[src/rtl/uart_rx_if.sv]
// Receiver-side bundle: serial line in, recovered byte and status strobes out.
// The receiver drives through master; the downstream consumer connects as slave.
interface uart_rx_if;
    logic       rx;
    logic [7:0] data;
    logic       valid;
    logic       frame_err;
    logic       busy;

    modport master (input rx, output data, valid, frame_err, busy);
    modport slave  (output rx, input data, valid, frame_err, busy);
endinterface

[src/rtl/uart_rx.sv]
// 8N1 UART receiver with mid-bit sampling from a clk/BAUD divider.
// Optionally removes the transmitter's +48 ASCII offset from each byte.
module uart_rx #(
    parameter int BAUD  = 115200,
    parameter int F     = 50000000,
    parameter int ASCII = 1
) (
    input  logic      clk,
    input  logic      rst,
    uart_rx_if.master bus
);
    localparam int P  = F / BAUD;
    localparam int H  = P / 2;
    localparam int CW = $clog2(P);
    localparam logic [CW-1:0] HALF_LAST = CW'(H - 1);
    localparam logic [CW-1:0] BIT_LAST  = CW'(P - 1);

    generate
        if (P < 8) begin : g_bad_div
            $error("uart_rx: F/BAUD must be at least 8");
        end
    endgenerate

    typedef enum logic [2:0] {
        IDLE, START, DATA, STOP, DONE, WAIT_HIGH
    } state_t;

    state_t        state, state_n;
    logic [CW-1:0] cnt, cnt_n;
    logic [2:0]    idx, idx_n;
    logic [7:0]    sh, sh_n;
    logic          stop_bit, stop_n;
    logic [7:0]    data, data_n;
    logic          valid, valid_n;
    logic          ferr, ferr_n;
    logic          sync1, rx_s;
    logic [7:0]    adj;

    // Two-flop synchronizer; idle-high reset value so reset never looks like a start bit.
    always_ff @(posedge clk or negedge rst) begin
        if (!rst) begin
            sync1 <= 1'b1;
            rx_s  <= 1'b1;
        end else begin
            sync1 <= bus.rx;
            rx_s  <= sync1;
        end
    end

    assign adj = (ASCII != 0) ? (sh - 8'd48) : sh;

    always_ff @(posedge clk or negedge rst) begin
        if (!rst) begin
            state    <= IDLE;
            cnt      <= '0;
            idx      <= '0;
            sh       <= '0;
            stop_bit <= 1'b0;
            data     <= 8'h00;
            valid    <= 1'b0;
            ferr     <= 1'b0;
        end else begin
            state    <= state_n;
            cnt      <= cnt_n;
            idx      <= idx_n;
            sh       <= sh_n;
            stop_bit <= stop_n;
            data     <= data_n;
            valid    <= valid_n;
            ferr     <= ferr_n;
        end
    end

    always_comb begin
        state_n = state;
        cnt_n   = cnt;
        idx_n   = idx;
        sh_n    = sh;
        stop_n  = stop_bit;
        data_n  = data;
        valid_n = 1'b0;
        ferr_n  = 1'b0;
        case (state)
            IDLE: begin
                if (!rx_s) begin
                    state_n = START;
                    cnt_n   = '0;
                end
            end
            START: begin
                // A start bit that is high again at its midpoint was a glitch.
                if (cnt == HALF_LAST) begin
                    cnt_n   = '0;
                    idx_n   = '0;
                    state_n = rx_s ? IDLE : DATA;
                end else begin
                    cnt_n = cnt + CW'(1);
                end
            end
            DATA: begin
                if (cnt == BIT_LAST) begin
                    cnt_n = '0;
                    sh_n  = {rx_s, sh[7:1]};
                    if (idx == 3'd7) state_n = STOP;
                    else             idx_n   = idx + 3'd1;
                end else begin
                    cnt_n = cnt + CW'(1);
                end
            end
            STOP: begin
                if (cnt == BIT_LAST) begin
                    cnt_n   = '0;
                    stop_n  = rx_s;
                    state_n = DONE;
                end else begin
                    cnt_n = cnt + CW'(1);
                end
            end
            DONE: begin
                // Strobes are issued one cycle after the stop sample, as busy drops.
                if (stop_bit) begin
                    data_n  = adj;
                    valid_n = 1'b1;
                    state_n = IDLE;
                end else begin
                    ferr_n  = 1'b1;
                    state_n = WAIT_HIGH;
                end
            end
            WAIT_HIGH: begin
                if (rx_s) state_n = IDLE;
            end
            default: state_n = IDLE;
        endcase
    end

    assign bus.data      = data;
    assign bus.valid     = valid;
    assign bus.frame_err = ferr;
    assign bus.busy      = (state != IDLE);
endmodule

[src/flat_wrapper.sv]
// flat-port wrapper written by rule: the top's interface ports become plain ports
module uart_rx_flat 
#(
    parameter int BAUD  = 115200,
    parameter int F     = 50000000,
    parameter int ASCII = 1
)
  (clk, rst, bus_rx, bus_data, bus_valid, bus_frame_err, bus_busy);
  uart_rx_if bus_i ();
  input  logic clk;
  input  logic rst;
  input wire logic [$bits(bus_i.rx)-1:0] bus_rx;
  output wire logic [$bits(bus_i.data)-1:0] bus_data;
  output wire logic [$bits(bus_i.valid)-1:0] bus_valid;
  output wire logic [$bits(bus_i.frame_err)-1:0] bus_frame_err;
  output wire logic [$bits(bus_i.busy)-1:0] bus_busy;
  assign bus_i.rx = bus_rx;
  assign bus_data = bus_i.data;
  assign bus_valid = bus_i.valid;
  assign bus_frame_err = bus_i.frame_err;
  assign bus_busy = bus_i.busy;
  uart_rx #(.BAUD(BAUD), .F(F), .ASCII(ASCII)) u_core (.clk(clk), .rst(rst), .bus(bus_i));
endmodule
[config.mk]
export PLATFORM = sky130hd
export DESIGN_NAME = uart_rx_flat
export DESIGN_NICKNAME = d
export VERILOG_FILES = /design/src/rtl/uart_rx_if.sv /design/src/rtl/uart_rx.sv /design/src/flat_wrapper.sv
export SDC_FILE = /design/constraint.sdc
export NUM_CORES = 1
export LEC_CHECK = 0
export ABC_AREA = 1
export CAP_MARGIN = 20
export CORE_ASPECT_RATIO = 0.75
export CORE_MARGIN = 1.5
export CORE_UTILIZATION = 45
export DETAILED_ROUTE_END_ITERATION = 16
export PLACE_DENSITY = 0.62
export SLEW_MARGIN = 20
export SYNTH_ARGS = -nofsm -noshare
export SYNTH_HDL_FRONTEND = slang
export SYNTH_SLANG_ARGS = --single-unit
[constraint.sdc]
create_clock -name clk -period 1.75 [get_ports clk]
set_clock_uncertainty 0.15 [all_clocks]
set_input_delay 0.4375 -clock clk [delete_from_list [all_inputs] [get_ports clk]]
set_output_delay 0.4375 -clock clk [all_outputs]
set_load 0.02 [all_outputs]
# Yosys cells after proc, flatten, opt, wreduce, memory -nomap -nowiden
# Cells that the tools add are included.
[word_totals]
reg_bits = 36
elab_cells = 60
[classes]
add_sub_neg = 3
n_eq_ne = 15
muxes = 21
n_reduce_logical = 11
[ops]
columns = ["op", "count"]
rows = [
  ["2-to-1 mux 3 bit", 10],
  ["2-to-1 mux 9 bit", 3],
  ["one-hot mux 9 bit (3 select lines)", 1],
  ["one-hot mux 3 bit (6 select lines)", 1],
  ["!= test 2 x 1 -> 1 bit, second input constant", 5],
  ["adder 9 x 1 -> 9 bit, second input constant", 1],
  ["== test 3 bit, second input constant", 3],
  ["== test 9 x 8 -> 1 bit, second input constant", 1],
  ["== test 9 bit, second input constant", 1],
  ["AND reduction 2 bit", 4],
  ["subtractor 8 x 6 -> 8 bit, second input constant", 1],
  ["== test 3 x 2 -> 1 bit, second input constant", 2],
  ["one-hot mux 3 bit (2 select lines)", 1],
  ["AND reduction 6 bit", 1],
  ["nonzero test 3 bit", 2],
  ["2-to-1 mux 1 bit", 4],
  ["!= test 2 bit, second input constant", 2],
  ["AND reduction 4 bit", 1],
  ["adder 3 x 1 -> 3 bit, second input constant", 1],
  ["== test 3 x 1 -> 1 bit, second input constant", 1],
  ["logical NOT 3 bit", 1],
  ["2-to-1 mux 2 bit", 1],
  ["nonzero test 2 bit", 1],
  ["OR reduction 2 bit", 1],
]

# Depth between registers and ports, before layout
[logic_depth]
ltp_word = 4
ltp_mapped = 10

# Worst setup path before layout
# No wires, ideal clock.
[synth_path]
path_type = "reg2reg"
from = "register u_core.cnt[1]"
to = "register u_core.cnt[2]"
arrival_ns = 1.212
t_required_ns = 1.478
slack_ns = 0.266
path_stages_with_launch = 10
path_buffers = 0
period_less_slack_ns = 1.484
cell_sequence = "dfrtp_1 inv_1 ha_1 nand2_1 nor2_1 nand2_1 nand2_1 nand2_4 nor2_2 nor2_1"
[synth_between]
elab_chain_cells = 3
[synth_rtl]
columns = ["element", "line_no", "source"]
rows = [
  ["from (decl)", "uart_rx.sv:29", "logic [CW-1:0] cnt, cnt_n;"],
  ["from (signal assigned)", "uart_rx.sv:64", "cnt <= cnt_n;"],
  ["adder 9 x 1 -> 9 bit (tied with other cells)", "uart_rx.sv:97, uart_rx.sv:107, uart_rx.sv:116", ""],
  ["2-to-1 mux 9 bit (on tied branches)", "uart_rx.sv:101, uart_rx.sv:111, uart_rx.sv:92", ""],
  ["one-hot mux 9 bit (3 select lines) *", "uart_rx.sv:83", "case (state)"],
]
# Mark *: on every way between the ends. The rest lies on a longest branch, timed or not.
# A chain may end at the register's enable or synchronous reset.

# Final worst setup path
[layout_path]
from = "register u_core.cnt[1]"
to = "register u_core.state[0]"
[layout_between]
elab_chain_cells = 3
[layout_rtl]
columns = ["element", "line_no", "source"]
rows = [
  ["== test 9 bit / == test 9 x 8 -> 1 bit (equally long branches)", "uart_rx.sv:101, uart_rx.sv:111, uart_rx.sv:92", ""],
  ["!= test 2 x 1 -> 1 bit (no source line)", "-", ""],
  ["AND reduction 6 bit (no source line) *", "-", ""],
  ["to (signal assigned)", "uart_rx.sv:63", "state <= state_n;"],
  ["to (decl)", "uart_rx.sv:28", "state_t state, state_n;"],
]
# Marks and branches as above.

==> impl_metrics.csv <==
group,metric,value,unit
status,run_status,"finished clean",
grt,grt_max_degree,24,
final_layout,final_cell_mix,"nand2_1, dfrtp_1, inv_1, nor2_1, o21ai_0",
sta,fmax,613,MHz
floorplanning,chipWidth,77.0,um
placed_design,io_buffer_count,13,
route,drt_wl_total,3.63,mm
floorplanning,initial_utilization,0.486,
grt,grt_pass1_vias,1291,
synth,syn-num-nets,224,
power_and_ir_drop,p_leak,1.13,nW
grt,antenna_found_initial,0,
floorplanning,pin_count,14,
floorplanning,dieArea,4510,um^2
worst_setup_path,cpPeakStageDelay,0.40,ns
grt,grt_overflow,0,
final_layout,syn2layout_area_growth,17.3,%
synth,ys_seq_area_frac,0.488,
sta,fin_crit,1.63,ns
sta,period_share,0.932,
final_layout,n_fill_cell,358,
sta,slew_headroom,0.723,
synth,synth.area.top_cells,"dfrtp_1, nand2_1, inv_1",
job,maxCapViolCount,0,
final_layout,drive_gt1_frac,0.192,
power_and_ir_drop,p_per_area,643,nW/um^2
route,wl_per_cell,12.5,um
clock_network,cts_sinks,36,
synth,ys_ff_latch,36,
worst_setup_path,cp.required,1.76,ns
sta,final-hold-violation-count,0,
power_and_ir_drop,irDropWorstVdd,555,uV
worst_setup_path,worst-setup-path-type,"flip-flop to flip-flop",
final_layout,diodes,0,
sta,rsz0062_at_grt,"false",
synth,syn_inst,215,
clock_network,clock_path_buffers,2,
power_and_ir_drop,comb_power_share,0.020,
worst_setup_path,cp.buffers_inverters,1,
clock_network,clk_pin_slew_worst_paths,0.07,ns
clock_network,cts_htree_levels,2,
final_layout,final_cell_count_no_fill,291,
worst_setup_path,critPathSlowestCell,"dfrtp_1",
power_and_ir_drop,clockPowerShare,0.380,
sta,whs,0.212,ns
floorplanning,die_y,58.5,um
sta,maxSlewViolCount,0,
power_and_ir_drop,seqPwrFrac,0.600,
min_path,hp-class,"flip-flop to flip-flop",
synth,ys_types,27,
synth,synth_top_area_frac,0.460,
final_layout,fin_nets,248,
sta,timing.setup.tns,0,ns
synth,syn_area_per_cell,8.60,um^2
synth,yosysWarnings,0,
synth,syn-cell-area,1850,um^2
final_layout,layout_commonest_cell,"nand2_1",
power_and_ir_drop,switchingPower,280,uW
floorplanning,core_region_area,3800,um^2
synth,synth_top_cell_by_area,"dfrtp_1",
route,vias,1410,
clock_network,cts_tree,"yes",
floorplanning,rows,19,
worst_setup_path,cpLargestDelayFamily,"simple AND/OR/NAND/NOR gates",
worst_setup_path,cp-end-kind,"flip-flop",
sta,tightest_slew,0.414,ns
route,drcViolationCount,0,
clock_network,clkLatencyLatePin,0.27,ns
worst_setup_path,path_cells,"inv_1, ha_1, nand2_1, nor2_1, nand2_1, nand2_2, nand2_4, o21bai_1, nand2_1",
placed_design,placed_cells,283,
route,via_per_inst,4.85,
worst_setup_path,critPathMaxFanout,8,
clock_network,cts_hold_buf,0,
route,drt_first_iter_violations,108,
route,drtPass1Iterations,4,
worst_setup_path,crit_path_frequent_cell,"nand2_1",
power_and_ir_drop,p_int,1.11,mW
sta,final-setup-viol-count,0,
grt,grt_pass1_wl,6.13,mm
route,postRouteAntennaNets,0,
placed_design,finalWeightedCongestion,0.831,
power_and_ir_drop,switching_share,0.201,
clock_network,cts_root_buf,"clkbuf_8",
placed_design,hpwl,2.58,mm
grt,grt_usage,0.177,
clock_network,cts_inserted_buffers,5,
worst_setup_path,crit_arrival,1.64,ns
worst_setup_path,critPathLaunchType,"flip-flop",
-- kinds of logic after synthesis --
| logic type | count (synthesis) | share of synthesized area |
|---|---|---|
| DFF | 36 | 0.488 |
| adders and majority gates | 6 | 0.0406 |
| xor gates and xnor gates | 7 | 0.0332 |
| buffers and inverters | 33 | 0.0737 |
| and+or+nand+nor | 108 | 0.279 |
| AOI/OAI and AO/OA | 25 | 0.0852 |
-- state kept, by name, indices dropped and copies added (netlist names) --
name and count:
u_core.stop_bit 1, u_core.state 3, u_core.bus.data 8, u_core.bus.frame_err 1, u_core.bus.valid 1, u_core.sync1 1, u_core.sh 8, u_core.idx 3
u_core.cnt 9, u_core.rx_s 1
-- timing repair --
item	CTS	global route
hold endpoints to repair	0	0
setup endpoints to repair	11	11
setup buffers	0	0
cloned	0	1
gates resized for setup	12	9
pin swaps	0	1
-- power by group through the flow --
stage | Sequential, mW | Combinational [mW] | Clock (mW)
after global placement | 0.852 | 0.0273 | 0
after CTS | 0.837 | 0.0294 | 0.558
final | 0.837 | 0.0276 | 0.530
after global routing | 0.836 | 0.0325 | 0.595
after floorplan | 0.853 | 0.00274 | 0
after detailed placement | 0.853 | 0.0289 | 0
-- synthesized netlist by cell type --
library cell,instances
a21oi_1,2
buf_2,2
buf_6,1
dfrtp_1,34
dfstp_2,2
ha_1,6
inv_1,26
inv_2,3
inv_4,1
nand2_1,61
nand2_2,5
nand2_4,2
nand3_1,9
nand3_2,2
nand3_4,1
nand4_1,5
nor2_1,19
nor2_2,1
nor2_8,1
nor3_1,1
nor3_4,1
o21ai_0,13
o21ai_1,1
o21ai_2,8
o21bai_1,1
xnor2_1,1
xor2_1,6
-- routing by layer --
layer | GRT usage | part of all wire | vias to the layer above
met5 | 0 | 0 | -
met4 | 0.0390 | 0.0050 | 0
met3 | 0.0465 | 0.042 | 2
met2 | 0.259 | 0.41 | 31
met1 | 0.266 | 0.54 | 655
li1 | - | - | 722
-- final cells by class --
type	count	area [um^2]	share of cell area
timing repair buffer	19	158	0.0727
clock buffer	6	72.6	0.0335
sequential	36	903	0.417
tap	52	65.1	0.0300
multi-input combinational	147	850	0.392
inverter	30	115	0.0531
clock inverter	1	5.00	0.00231
-- path summary, 6_finish.rpt --
check | startpoint | slack (ns) | to | depth (start not counted)
max in group asynchronous | rst | 0.80 | u_core.sh[6] | 2
worst min register to register | u_core.sync1 | 0.21 | u_core.rx_s | 0
min in group asynchronous | rst | 0.37 | u_core.cnt[8] | 2
worst max-delay path | u_core.cnt[1] | 0.12 | u_core.state[0] | 9
worst min-delay path | u_core.sync1 | 0.21 | u_core.rx_s | 0
worst max register to register | u_core.cnt[1] | 0.12 | u_core.state[0] | 9
-- through the flow --
stage | utilization | power [mW] | setup WS [ns] | area [um^2]
after global routing | 0.570 | 1.46 | 0.00832 | 2170
after global placement | 0.544 | 0.880 | 0.0774 | 2070
after floorplan | - | 0.855 | 0.266 | 1850
after detailed placement | 0.544 | 0.882 | 0.0636 | 2070
after CTS | 0.561 | 1.42 | 0.00436 | 2130
final | 0.570 | 1.39 | 0.119 | 2170
Note: power is estimated with default switching activity, not from simulation.
